File: config.mk
export PLATFORM = sky130hd
export DESIGN_NAME = led_fader_flat
export DESIGN_NICKNAME = d
export VERILOG_FILES = /design/src/rtl/led_pkg.sv /design/src/rtl/led_fader_if.sv /design/src/rtl/led_fade_channel.sv /design/src/rtl/led_fader.sv /design/src/flat_wrapper.sv
export SDC_FILE = /design/constraint.sdc
export NUM_CORES = 1
export LEC_CHECK = 0
export BUFFER_PORTS_ARGS = -buffer_cell sky130_fd_sc_hd__buf_2
export CAP_MARGIN = 30
export CORE_UTILIZATION = 40
export CTS_BUF_LIST = sky130_fd_sc_hd__clkbuf_8
export DETAILED_ROUTE_END_ITERATION = 6
export PLACE_DENSITY = 0.54
export SLEW_MARGIN = 15
export SYNTH_ARGS = -nofsm -noshare
export SYNTH_HDL_FRONTEND = slang
export SYNTH_SLANG_ARGS = --single-unit
File: constraint.sdc
create_clock -name i_clk -period 2 [get_ports i_clk]
set_input_delay 0.1 -clock i_clk [delete_from_list [all_inputs] [get_ports i_clk]]
set_output_delay 0.1 -clock i_clk [all_outputs]
set_load 0.05 [all_outputs]
File: src/rtl/led_pkg.sv
// Shared LED defaults and level helpers used by the walker and the fader.
// Pure constants/functions; no logic, no latency, no backpressure.
package led_pkg;

  localparam int unsigned LED_NLEDS = 8;
  localparam int unsigned LED_BW    = 4;

  function automatic int unsigned led_max(input int unsigned bw);
    return (1 << bw) - 1;
  endfunction

  // ceil(lvl^2 / max): perceptual curve that keeps 0 and max fixed
  function automatic int unsigned led_gamma(input int unsigned lvl, input int unsigned max);
    return (lvl * lvl + max - 1) / max;
  endfunction

endpackage

File: src/rtl/led_fader_if.sv
// LED request pattern in, PWM pin drive out.
// Plain wires; no handshake, the fader never stalls its source.
interface led_fader_if
  import led_pkg::*;
#(
  parameter int unsigned NLEDS = LED_NLEDS
);

  logic [NLEDS-1:0] i_led;
  logic [NLEDS-1:0] o_led;

  modport master (output i_led, input o_led);
  modport slave  (input i_led, output o_led);

endinterface

File: src/rtl/led_fade_channel.sv
// One LED: brightness level with timed decay plus registered PWM compare (LED_FADER_GAMMA_EN selects gamma curve).
// Request to pin high in 2 edges; no backpressure.
module led_fade_channel
  import led_pkg::*;
#(
  parameter int unsigned BW = LED_BW
) (
  input  logic          i_clk,
  input  logic          i_reset,
  input  logic          req_i,
  input  logic          tick_i,
  input  logic [BW-1:0] pwm_cnt_i,
  output logic          led_o
);

  localparam logic [BW-1:0] MAX_LVL = BW'(led_max(BW));

  logic [BW-1:0] level_q, level_d;
  logic [BW-1:0] eff;
  logic          led_q, led_d;

  always_comb begin
    level_d = level_q;
    if (req_i) begin
      level_d = MAX_LVL;
    end else if (tick_i && (level_q != '0)) begin
      level_d = level_q - BW'(1);
    end
  end

`ifdef LED_FADER_GAMMA_EN
  logic [BW-1:0] gamma_lut [2**BW];

  for (genvar g = 0; g < 2**BW; g++) begin : g_lut
    assign gamma_lut[g] = BW'(led_gamma(g, led_max(BW)));
  end

  assign eff = gamma_lut[level_q];
`else
  assign eff = level_q;
`endif

  // pwm_cnt never reaches MAX, so eff == MAX is solid on
  assign led_d = (pwm_cnt_i < eff);

  always_ff @(posedge i_clk) begin
    if (i_reset) begin
      level_q <= '0;
      led_q   <= 1'b0;
    end else begin
      level_q <= level_d;
      led_q   <= led_d;
    end
  end

  assign led_o = led_q;

endmodule

File: src/rtl/led_fader.sv
// Afterglow LED driver: per-LED linear fade rendered by a shared PWM counter (LED_FADER_GAMMA_EN: gamma curve).
// Input rise to pin high in 2 edges; no backpressure.
module led_fader
  import led_pkg::*;
#(
  parameter int unsigned NLEDS     = LED_NLEDS,
  parameter int unsigned BW        = LED_BW,
  parameter int unsigned DECAY_DIV = 16
) (
  input  logic      i_clk,
  input  logic      i_reset,
  led_fader_if.slave led_if
);

  localparam int unsigned   PW       = (DECAY_DIV > 1) ? $clog2(DECAY_DIV) : 1;
  localparam logic [PW-1:0] PRE_LAST = PW'(DECAY_DIV - 1);
  localparam logic [BW-1:0] PWM_LAST = BW'(led_max(BW) - 1);

  logic [PW-1:0]    pre_q, pre_d;
  logic [BW-1:0]    pwm_q, pwm_d;
  logic             tick;
  logic [NLEDS-1:0] led_vec;

  assign tick = (pre_q == PRE_LAST);

  always_comb begin
    pre_d = tick ? '0 : pre_q + PW'(1);
    pwm_d = (pwm_q == PWM_LAST) ? '0 : pwm_q + BW'(1);
  end

  always_ff @(posedge i_clk) begin
    if (i_reset) begin
      pre_q <= '0;
      pwm_q <= '0;
    end else begin
      pre_q <= pre_d;
      pwm_q <= pwm_d;
    end
  end

  for (genvar k = 0; k < NLEDS; k++) begin : g_ch
    led_fade_channel #(
      .BW(BW)
    ) u_ch (
      .i_clk     (i_clk),
      .i_reset   (i_reset),
      .req_i     (led_if.i_led[k]),
      .tick_i    (tick),
      .pwm_cnt_i (pwm_q),
      .led_o     (led_vec[k])
    );
  end

  assign led_if.o_led = led_vec;

endmodule
File: src/flat_wrapper.sv
// flat-port wrapper written by rule: the top's interface ports become plain ports
module led_fader_flat import led_pkg::*;
#(
  parameter int unsigned NLEDS     = LED_NLEDS,
  parameter int unsigned BW        = LED_BW,
  parameter int unsigned DECAY_DIV = 16
)
  (i_clk, i_reset, led_if_i_led, led_if_o_led);
  led_fader_if #(.NLEDS(NLEDS)) led_if_i ();
  input  logic i_clk;
  input  logic i_reset;
  input wire logic [$bits(led_if_i.i_led)-1:0] led_if_i_led;
  output wire logic [$bits(led_if_i.o_led)-1:0] led_if_o_led;
  assign led_if_i.i_led = led_if_i_led;
  assign led_if_o_led = led_if_i.o_led;
  led_fader #(.NLEDS(NLEDS), .BW(BW), .DECAY_DIV(DECAY_DIV)) u_core (.i_clk(i_clk), .i_reset(i_reset), .led_if(led_if_i));
endmodule
# ---- Word level (Yosys, flattened, before mapping)
# Index checks and enable logic that the tools add are counted.
dict set report totals {
  output_inout_bits 8
  wordCells 80
  input_bits 10
  register_bits 48
}
dict set report classes {
  n_eq_ne 2
  order_cmp 8
  addsub 10
  n_mux 16
  reduce_logical 26
}
# operator count
set ops {}
lappend ops {{2-to-1 mux 4 bit} 16}
lappend ops {{less-than comparator 4 bit} 8}
lappend ops {{nonzero test 4 bit} 8}
lappend ops {{subtractor 4 x 1 -> 4 bit, second input constant} 8}
lappend ops {{nonzero test 2 bit} 8}
lappend ops {{adder 4 x 1 -> 4 bit, second input constant} 2}
lappend ops {{== test 4 bit, second input constant} 2}
lappend ops {{logical AND 1 bit} 8}
lappend ops {{OR reduction 2 bit} 2}

# ---- Logic depth before layout (Yosys ltp)
# Gate-level depths: netlist (run 1).
dict set report depth {
  ltp_word 4
  depth_mapped 7
  depth_no_buf 5
}

# ---- By module
# Synthesis (run 1) repeated with hierarchy kept, for this count alone.
dict set report unflattened {
  cells_unflattened 297
  area_unflattened_um2 2692.6
}
# module cells_per_inst n_inst seq_area_each_um2 area_per_inst_um2
set modules_own_cells {}
lappend modules_own_cells {led_fade_channel 33 8 100.1 296.5}
lappend modules_own_cells {led_fader 33 1 160.2 320.3}

# ---- Least setup slack after synthesis (run 1)
# No wires, ideal clock.
dict set report synth_timing {
  kind {reg2reg}
  startpoint {reg u_core.pre_q[0]}
  endpoint {reg u_core.g_ch[1].u_ch.level_q[2]}
  n_path_buf 2
  arrival_ps 1276
  path_stages_with_launch 7
  synth_period_minus_slack_ps 1408
  required_time_ps 1868
  setup_slack_ps 592
  setup_time_ps 132
  cell_sequence {dfxtp_1 -> ha_1 -> and3_1 -> buf_4 -> buf_4 -> a41oi_1 -> a21oi_1}
}
dict set report synth_between {
  elab_chain_len 3
}
# element line_no
set synth_lines {}
lappend synth_lines {{from (decl)} led_fader.sv:19} ;# logic [PW-1:0] pre_q, pre_d;
lappend synth_lines {{from (signal assigned)} led_fader.sv:36} ;# pre_q <= pre_d;
lappend synth_lines {{== test 4 bit} led_fader.sv:24} ;# assign tick = (pre_q == PRE_LAST);
lappend synth_lines {{logical AND 1 bit} led_fade_channel.sv:26} ;# end else if (tick_i && (level_q != '0)) begin
lappend synth_lines {{nonzero test 2 bit (no line)} -}
lappend synth_lines {{to (signal assigned)} led_fade_channel.sv:51} ;# level_q <= level_d;
lappend synth_lines {{to (decl)} led_fade_channel.sv:18} ;# logic [BW-1:0] level_q, level_d;
# Every way passes these cells.
# A chain may end at the register's enable or synchronous reset.

# ---- Worst setup path in the final report (run 1)
dict set report layout_timing {
  startpoint {reg u_core.pre_q[0]}
  endpoint {reg u_core.g_ch[2].u_ch.level_q[1]}
}
dict set report layout_between {
  elab_chain_len 3
}
# element line_no
set layout_lines {}
lappend layout_lines {{== test 4 bit} led_fader.sv:24}
lappend layout_lines {{logical AND 1 bit} led_fade_channel.sv:26}
lappend layout_lines {{nonzero test 2 bit (no line)} -}
lappend layout_lines {{to (signal assigned)} led_fade_channel.sv:51}
lappend layout_lines {{to (decl)} led_fade_channel.sv:18}
# Every way passes these cells.

==> results of run 1 <==
==> final timing paths <==
check / end / slack, ns / depth (start not counted)
setup / recovery: u_core.g_ch[2].u_ch.eff[1] / 0.25 / 6
hold / removal: u_core.g_ch[1].u_ch.eff[2] / 0.1 / 3
setup reg to reg: u_core.g_ch[2].u_ch.eff[1] / 0.25 / 6
hold reg to reg: u_core.g_ch[1].u_ch.eff[2] / 0.48 / 2
==> final cells by class <==
class                      instances  area (um2)
clock buffer                       6        82.6
clock inverter                     2        7.51
fill                             629        3500
inverter                          43         161
multi-input combinational        192        1530
sequential                        48         961
tap                               77        96.3
timing repair buffer              26         153
==> per-layer routing <==
layer | global-route usage, % | vias up | part of all wire [%]
li1 | - | 1081 | -
met1 | 22.1 | 956 | 53
met2 | 25.4 | 16 | 44
met3 | 3.21 | 6 | 2.0
met4 | 5.08 | 0 | 1.3
met5 | 0 | - | 0
==> cell families (layout without fill, tap and decap cells) <==
kind of cell / Yosys count / count (layout) / synth area share, %
buf+inv: 60 / 77 / 9.79
xor+xnor: 13 / 13 / 4.12
compound gates: 92 / 92 / 25.3
mux: 1 / 1 / 0.362
flops: 48 / 48 / 34.8
simple gates: 51 / 51 / 9.74
fa+ha+maj: 35 / 35 / 15.9
==> worst min-delay path, delay by kind of cell <==
kind	cells	cell delay, ns
compound gates	2	0.16
buf+inv	1	0.10
==> power by group <==
group | leakage (nW) | switching (mW) | total, mW | internal (mW)
Sequential | 0.402 | 0.0613 | 1.09 | 1.03
Clock | 0.0538 | 0.330 | 0.603 | 0.273
Combinational | 0.918 | 0.278 | 0.472 | 0.193
==> metrics by stage <==
step           cells  hold WS [ns]  power [mW]  utilization (%)
6_report         394        0.0988        2.17             46.1
3_5_place_dp     386         0.412        1.59             44.7
4_1_cts          394        0.0859        2.20             46.1
2_1_floorplan    300         0.270        1.50                -
5_1_grt          394        0.0977        2.30             46.1
3_3_place_gp     386         0.410        1.59             44.7
==> synthesized netlist by cell type <==
| library cell | instances | area [um2] |
|---|---|---|
| a311oi_1 | 8 | 70.1 |
| nor3_1 | 13 | 65.1 |
| nand2b_1 | 8 | 50.1 |
| a211oi_1 | 8 | 60.1 |
| clkbuf_1 | 6 | 22.5 |
| buf_4 | 10 | 75.1 |
| nand3_1 | 7 | 35.0 |
| a41oi_1 | 1 | 8.76 |
| o21ai_0 | 2 | 10.0 |
| ha_1 | 35 | 438 |
| mux2i_1 | 1 | 10.0 |
| or3_1 | 4 | 25.0 |
| a21o_1 | 23 | 173 |
| xnor2_1 | 13 | 114 |
| a21oi_4 | 4 | 65.1 |
| a21oi_1 | 26 | 130 |
| nor3b_1 | 1 | 7.51 |
| buf_6 | 1 | 11.3 |
| inv_1 | 43 | 161 |
| a31oi_4 | 2 | 42.5 |
| and3_1 | 1 | 6.26 |
| a31oi_1 | 13 | 81.3 |
| a31o_2 | 1 | 8.76 |
| dfxtp_1 | 48 | 961 |
| nand3_2 | 1 | 10.0 |
| nand4b_1 | 2 | 17.5 |
| a211oi_2 | 4 | 50.1 |
| nor2_1 | 12 | 45.0 |
| nand2_1 | 2 | 7.51 |
==> sequential cells by signal (all words and copies together) (netlist names) <==
name,cells
u_core.pre_q,4
u_core.g_ch.u_ch.led_o,8
u_core.g_ch.u_ch.eff,32
u_core.pwm_q,4
==> impl_metrics.ini, run 1 <==
[outcome]
status = finished, final reports clean

[route]
ant_nets = 0
avgViaCountPerCell = 5.23
first_pass_iters = 4
drt_wl_total_um = 5280
first_iter_violations = 88
wire_per_inst_um = 13.4
vias = 2059
drc_errors = 0

[timing]
hold_viol = 0
layout_min_cycle_time_ns = 1.75
relSlewSlack_pct = 63.0
setup_tns_ns = 0
fmax_mhz = 572
finClkSkew_ns = 0.00489
drv_slew = 0
rsz0062_at_grt = false
setup_violations = 0
worst_slack_ns = 0.253
worstMarginPinSlew_ns = 0.554
period_share_pct = 87.4

[worst_setup_path]
slowest_delay_ns = 0.38
worst_setup_path_end_kind = flop
cp_top_family = compound AO/OA/AOI/OAI gates
cp_data_required_time_ns = 2.22
start_kind = flop
cp_slowest_cell = dfxtp_1
reg2reg_from = u_core.pre_q[0]
critPathKind = flop to flop
critPathMaxFanout = 7
critical_path.cell_chain = ha_1 > nand3_2 > buf_4 > a31oi_4 > nor3_1 > a311oi_1
startpoint = u_core.pre_q[0]
critPathBufInv = 1
cp_data_arrival_time_ns = 1.96

[floorplan]
die-area_um2 = 7240
initial_utilization_pct = 42.5
fp.coreArea_um2 = 6490
num_rows = 29
pin_count = 18
die_width_um = 85.1
die_h_um = 85.1

[yosys]
seq_area_frac_synth_pct = 34.8
netlist_instances = 300
netlist_area_um2 = 2760
synth_nets = 345
ys_warn_count = 0
avgSynthCellArea_um2 = 9.20
synth_cell_types = 29
ys_ff_latch = 48

[placement]
routabilityCongestion = 0.744
place_ws_ns = 0.245
port-buffer-count = 17
dpl_cell_area_um2 = 2900
hpwl_um = 3760

[cells_and_area]
fin_nets = 361
final_cell_area_um2 = 2990
syn_to_final_growth_pct = 8.34
final_cell_mix = 48 x dfxtp_1, 45 x inv_1, 35 x ha_1
num_antenna_cells = 0
layout-drive-gt1-share_pct = 13.9
final_common_cell = dfxtp_1

[global_routing]
grt_util_all_layers_pct = 16.1
antenna_found_initial = 0
grt.overflow.total = 0
grt_pass1_vias = 2020
grt_max_degree = 28
grt_pass1_wl_um = 9320

[flow_run]
maxCapViolCount = 0

[min_path]
hold_start = led_if_i_led[1]
min_path_type = input port to flop

[pwr]
ir_drop_uv = 239
p_per_area_nw_per_um2 = 725
cellLeakagePower_nw = 1.37

[clock_network]
clk_pin_slew_worst_paths_ns = 0.09
clock_latency_ns = 0.30
postCtsSetupBuffers = 0
htree_levels = 2
cts_root_buffer = clkbuf_8
cts_tree = done
cts_buffers = 5
cts_hold_buf = 0
cts.repair.resized = 0
clockBufferDepth = 2
cts_sinks = 48
Note: power is estimated with default switching activity, not from simulation.
==> run 2: changes to the inputs <==
- CORE_MARGIN: default -> 3
- CTS_BUF_LIST: sky130_fd_sc_hd__clkbuf_8 -> sky130_fd_sc_hd__clkbuf_16
==> impl_metrics.ini, run 2 (synthesis gave the netlist of run 1 again) <==
[outcome]
status = finished, final reports clean

[floorplan]
num_rows = 29
pin_count = 18
die_width_um = 89.1
fp.coreArea_um2 = 6530
die-area_um2 = 7940
initial_utilization_pct = 42.3
die_h_um = 89.1

[route]
avgViaCountPerCell = 5.26
first_pass_iters = 4
ant_nets = 0
wire_per_inst_um = 13.0
drc_errors = 0
first_iter_violations = 96
drt_wl_total_um = 5070
vias = 2057

[worst_setup_path]
critPathMaxFanout = 7
critical_path.cell_chain = ha_1 > nand3_2 > buf_4 > a31oi_4 > nor3_1 > a311oi_1
worst_setup_path_end_kind = flop
critPathBufInv = 1
critPathKind = flop to flop
regToRegEndpoint = u_core.g_ch[1].u_ch.eff[1]
cp_data_arrival_time_ns = 1.90
cp_top_family = compound AO/OA/AOI/OAI gates
cp_data_required_time_ns = 2.19
reg2reg_from = u_core.pre_q[0]
reg2reg_slack_ns = 0.30
start_kind = flop
slowest_delay_ns = 0.37
cp_slowest_cell = dfxtp_1
r2r_cells = 6

[global_routing]
antenna_found_initial = 0
grt_max_degree = 31
grt.overflow.total = 0
grt_util_all_layers_pct = 14.6
grt_pass1_wl_um = 8940
grt_pass1_vias = 1976

[min_path]
min_path_type = input port to flop
min_path_cells = 3
min_to = u_core.g_ch[7].u_ch.eff[2]
hold_start = led_if_i_led[7]

[timing]
setup_violations = 0
layout_min_cycle_time_ns = 1.70
fmax_mhz = 587
setup_tns_ns = 0
relSlewSlack_pct = 62.9
worstMarginPinSlew_ns = 0.557
period_share_pct = 85.2
worst_slack_ns = 0.296
drv_slew = 0
finClkSkew_ns = 0.00548
rsz0062_at_grt = false
hold_viol = 0

[clock_network]
cts.repair.resized = 0
clk_pin_slew_worst_paths_ns = 0.06
htree_levels = 2
cts_root_buffer = clkbuf_16
clockBufferDepth = 2
cts_hold_buf = 0
cts_sinks = 48
postCtsSetupBuffers = 0
clock_latency_ns = 0.28
cts_tree = done
cts_buffers = 5

[cells_and_area]
final_common_cell = dfxtp_1
num_antenna_cells = 0
fill_cells = 628
syn_to_final_growth_pct = 9.20
layout-drive-gt1-share_pct = 12.7
final_cell_mix = 48 x dfxtp_1, 45 x inv_1, 35 x ha_1
largest_register_ffs = 32
fin_nets = 358
multi_input_area_um2 = 1530
regArea_um2 = 961

[pwr]
ir_drop_uv = 448
cellLeakagePower_nw = 1.38
p_per_area_nw_per_um2 = 777

[flow_run]
maxCapViolCount = 0

[placement]
hpwl_um = 3620
port-buffer-count = 17
place_ws_ns = 0.292
routabilityCongestion = 0.745
-- run 2: cell types whose count changed in the layout (fill, tap and decap cells not counted) --
cell | previous run | this run
clkinv_1 | 0 | 1
clkbuf_8 | 6 | 0
buf_4 | 9 | 6
clkbuf_16 | 0 | 5
-- run 2: area by class of cell --
cell class | count | share of cell area, %
clock buffers | 5 | 4.15
clock inverters | 3 | 0.373
inverters | 43 | 5.35
multi-input cells | 192 | 50.7
flip-flops and latches | 48 | 31.9
well taps | 77 | 3.20
repair buffers | 23 | 4.32
-- run 2: tightest hold or removal path, cell delays in order --
cell and delay [ns]:
buf_2 0.09, inv_1 0.07, a31oi_1 0.12
-- run 2: power by group --
part	internal [mW]	leakage (nW)	switching, mW	total, mW
clock network	0.450	0.0738	0.334	0.784
registers	1.03	0.402	0.0674	1.10
logic	0.189	0.902	0.267	0.456
-- run 2: worst max path at each step --
stage                          from                    endpoint  cells past startpoint
floorplan           u_core.pre_q[0]  u_core.g_ch[1].u_ch.eff[2]                      6
global placement    u_core.pwm_q[1]   u_core.g_ch[0].u_ch.led_o                      4
detailed placement  u_core.pre_q[0]  u_core.g_ch[1].u_ch.eff[1]                      6
CTS                 u_core.pre_q[0]  u_core.g_ch[4].u_ch.eff[1]                      6
global route        u_core.pre_q[0]  u_core.g_ch[0].u_ch.eff[1]                      5
finish              u_core.pre_q[0]  u_core.g_ch[1].u_ch.eff[1]                      6
-- run 2: per-layer routing --
metal / wire length (um) / part of all wire (%) / GRT usage (%) / vias up
li1: - / - / - / 1081
met1: 2640 / 52 / 19.8 / 947
met2: 2180 / 43 / 22.2 / 21
met3: 141 / 2.8 / 3.04 / 8
met4: 108 / 2.1 / 6.63 / 0
met5: 0 / 0 / 0 / -
-- run 2: through the flow --
step                      cell area [um2]  instances  util (%)  power, mW  hold WS (ns)
after floorplan                      2760        300         -       1.50         0.270
after global placement               2880        383      44.1       1.58         0.410
after detailed placement             2880        383      44.1       1.58         0.412
after CTS                            3020        391      46.2       2.39         0.116
after global routing                 3020        391      46.2       2.49         0.125
final                                3020        391      46.2       2.34         0.122
==> run 3: changes to the inputs <==
- CORE_MARGIN: 3 -> 2
- GPL_TIMING_DRIVEN: default -> 1
==> impl_metrics.ini, run 3 (synthesis gave the netlist of run 1 again) <==
[route]
drt_wl_total_um = 5160
first_iter_violations = 73
ant_nets = 0
vias = 2051
drc_errors = 0
wire_per_inst_um = 13.1
first_pass_iters = 4
avgViaCountPerCell = 5.19

[clock_network]
htree_levels = 2
clock_latency_ns = 0.28
clk_pin_slew_worst_paths_ns = 0.06
cts_buffers = 5
cts_root_buffer = clkbuf_16
cts.repair.resized = 0
cts_sinks = 48
clockBufferDepth = 2
cts_hold_buf = 0
cts_tree = done
postCtsSetupBuffers = 0

[floorplan]
fp.coreArea_um2 = 6720
die_h_um = 87.1
die_width_um = 87.1
num_rows = 30
pin_count = 18
initial_utilization_pct = 41.1
die-area_um2 = 7580

[global_routing]
grt_util_all_layers_pct = 15.7
grt_pass1_vias = 2056
grt.overflow.total = 0
grt_max_degree = 33
grt_pass1_wl_um = 9410
antenna_found_initial = 0

[cells_and_area]
syn_to_final_growth_pct = 9.61
layout.core_utilization_pct = 45.0
finalNonFillerCells = 395
fin_nets = 359
final_common_cell = dfxtp_1
largest_register_ffs = 32
layout-drive-gt1-share_pct = 13.0
num_antenna_cells = 0
final_cell_mix = 48 x dfxtp_1, 45 x inv_1, 35 x ha_1

[worst_setup_path]
reg2reg_slack_ns = 0.38
worst_setup_path_end_kind = flop
start_kind = flop
r2r_cells = 4
cp_data_required_time_ns = 2.18
critPathMaxFanout = 12
critPathKind = flop to flop
cp_data_arrival_time_ns = 1.81
regToRegEndpoint = u_core.g_ch[1].u_ch.led_o
reg2reg_from = u_core.pwm_q[1]

[timing]
timing.hold.ws_ns = 0.120
worstMarginPinSlew_ns = 0.614
worst_slack_ns = 0.376
setup_tns_ns = 0
period_share_pct = 81.2
layout_min_cycle_time_ns = 1.62
hold_viol = 0
rsz0062_at_grt = false
drv_slew = 0
relSlewSlack_pct = 59.1
finClkSkew_ns = 0.00475
setup_violations = 0
fmax_mhz = 616

[placement]
place_inst = 387
routabilityCongestion = 0.804
port-buffer-count = 17
place_ws_ns = 0.383
hpwl_um = 3760

[pwr]
p_per_area_nw_per_um2 = 776
cellLeakagePower_nw = 1.38
ir_drop_uv = 348

[min_path]
min_path_cells = 3
min_to = u_core.g_ch[1].u_ch.eff[2]
min_path_type = input port to flop
hold_start = led_if_i_led[1]

[outcome]
status = finished, final reports clean

[flow_run]
maxCapViolCount = 0
[run 3: cell types whose count changed in the layout (fill, tap and decap cells not counted), sizes merged]
| cell | previous run | this run |
|---|---|---|
| buf | 23 | 24 |
[run 3: worst max-delay path: stages (launching register included)]
cell and delay [ns]:
dfxtp_1 0.61, ha_1 0.32, a21o_1 0.16, a21o_1 0.17
a211oi_1 0.27
[run 3: how the worst max path moves through the flow]
stage | startpoint | to | cells past startpoint
floorplan | u_core.pre_q[0] | u_core.g_ch[1].u_ch.eff[2] | 6
global placement | u_core.pwm_q[1] | u_core.g_ch[1].u_ch.led_o | 4
detailed placement | u_core.pwm_q[1] | u_core.g_ch[1].u_ch.led_o | 4
CTS | u_core.pwm_q[1] | u_core.g_ch[1].u_ch.led_o | 4
global route | u_core.pwm_q[1] | u_core.g_ch[1].u_ch.led_o | 4
finish | u_core.pwm_q[1] | u_core.g_ch[1].u_ch.led_o | 4
[run 3: cell type report]
class,instances,area [um2]
multi-input cells,192,1530
well taps,80,100
inverters,43,161
clock inverters,3,11.3
clock buffers,5,125
repair buffers,24,138
fillers,657,3690
flip-flops and latches,48,961
[run 3: through the flow]
stage,instance area [um2],total power [mW]
after global placement,2890,1.58
after floorplan,2760,1.50
after global routing,3030,2.50
after detailed placement,2890,1.58
after CTS,3030,2.39
final,3030,2.35
[run 3: where the power goes]
part	total, mW	internal (mW)	switching, mW
Sequential	1.10	1.03	0.0654
Clock	0.791	0.450	0.340
Combinational	0.456	0.188	0.268
Total	2.35	1.67	0.674
[run 3: layer usage]
metal  up-vias  GRT usage [%]  routed length, um  part of all wire, %
met3         4           3.41                113                  2.2
met2        15           24.8               2290                   44
met4         0           5.54                 59                  1.1
met1       948           21.2               2700                   52
met5         -              0                  0                    0
li1       1084              -                  -                    -
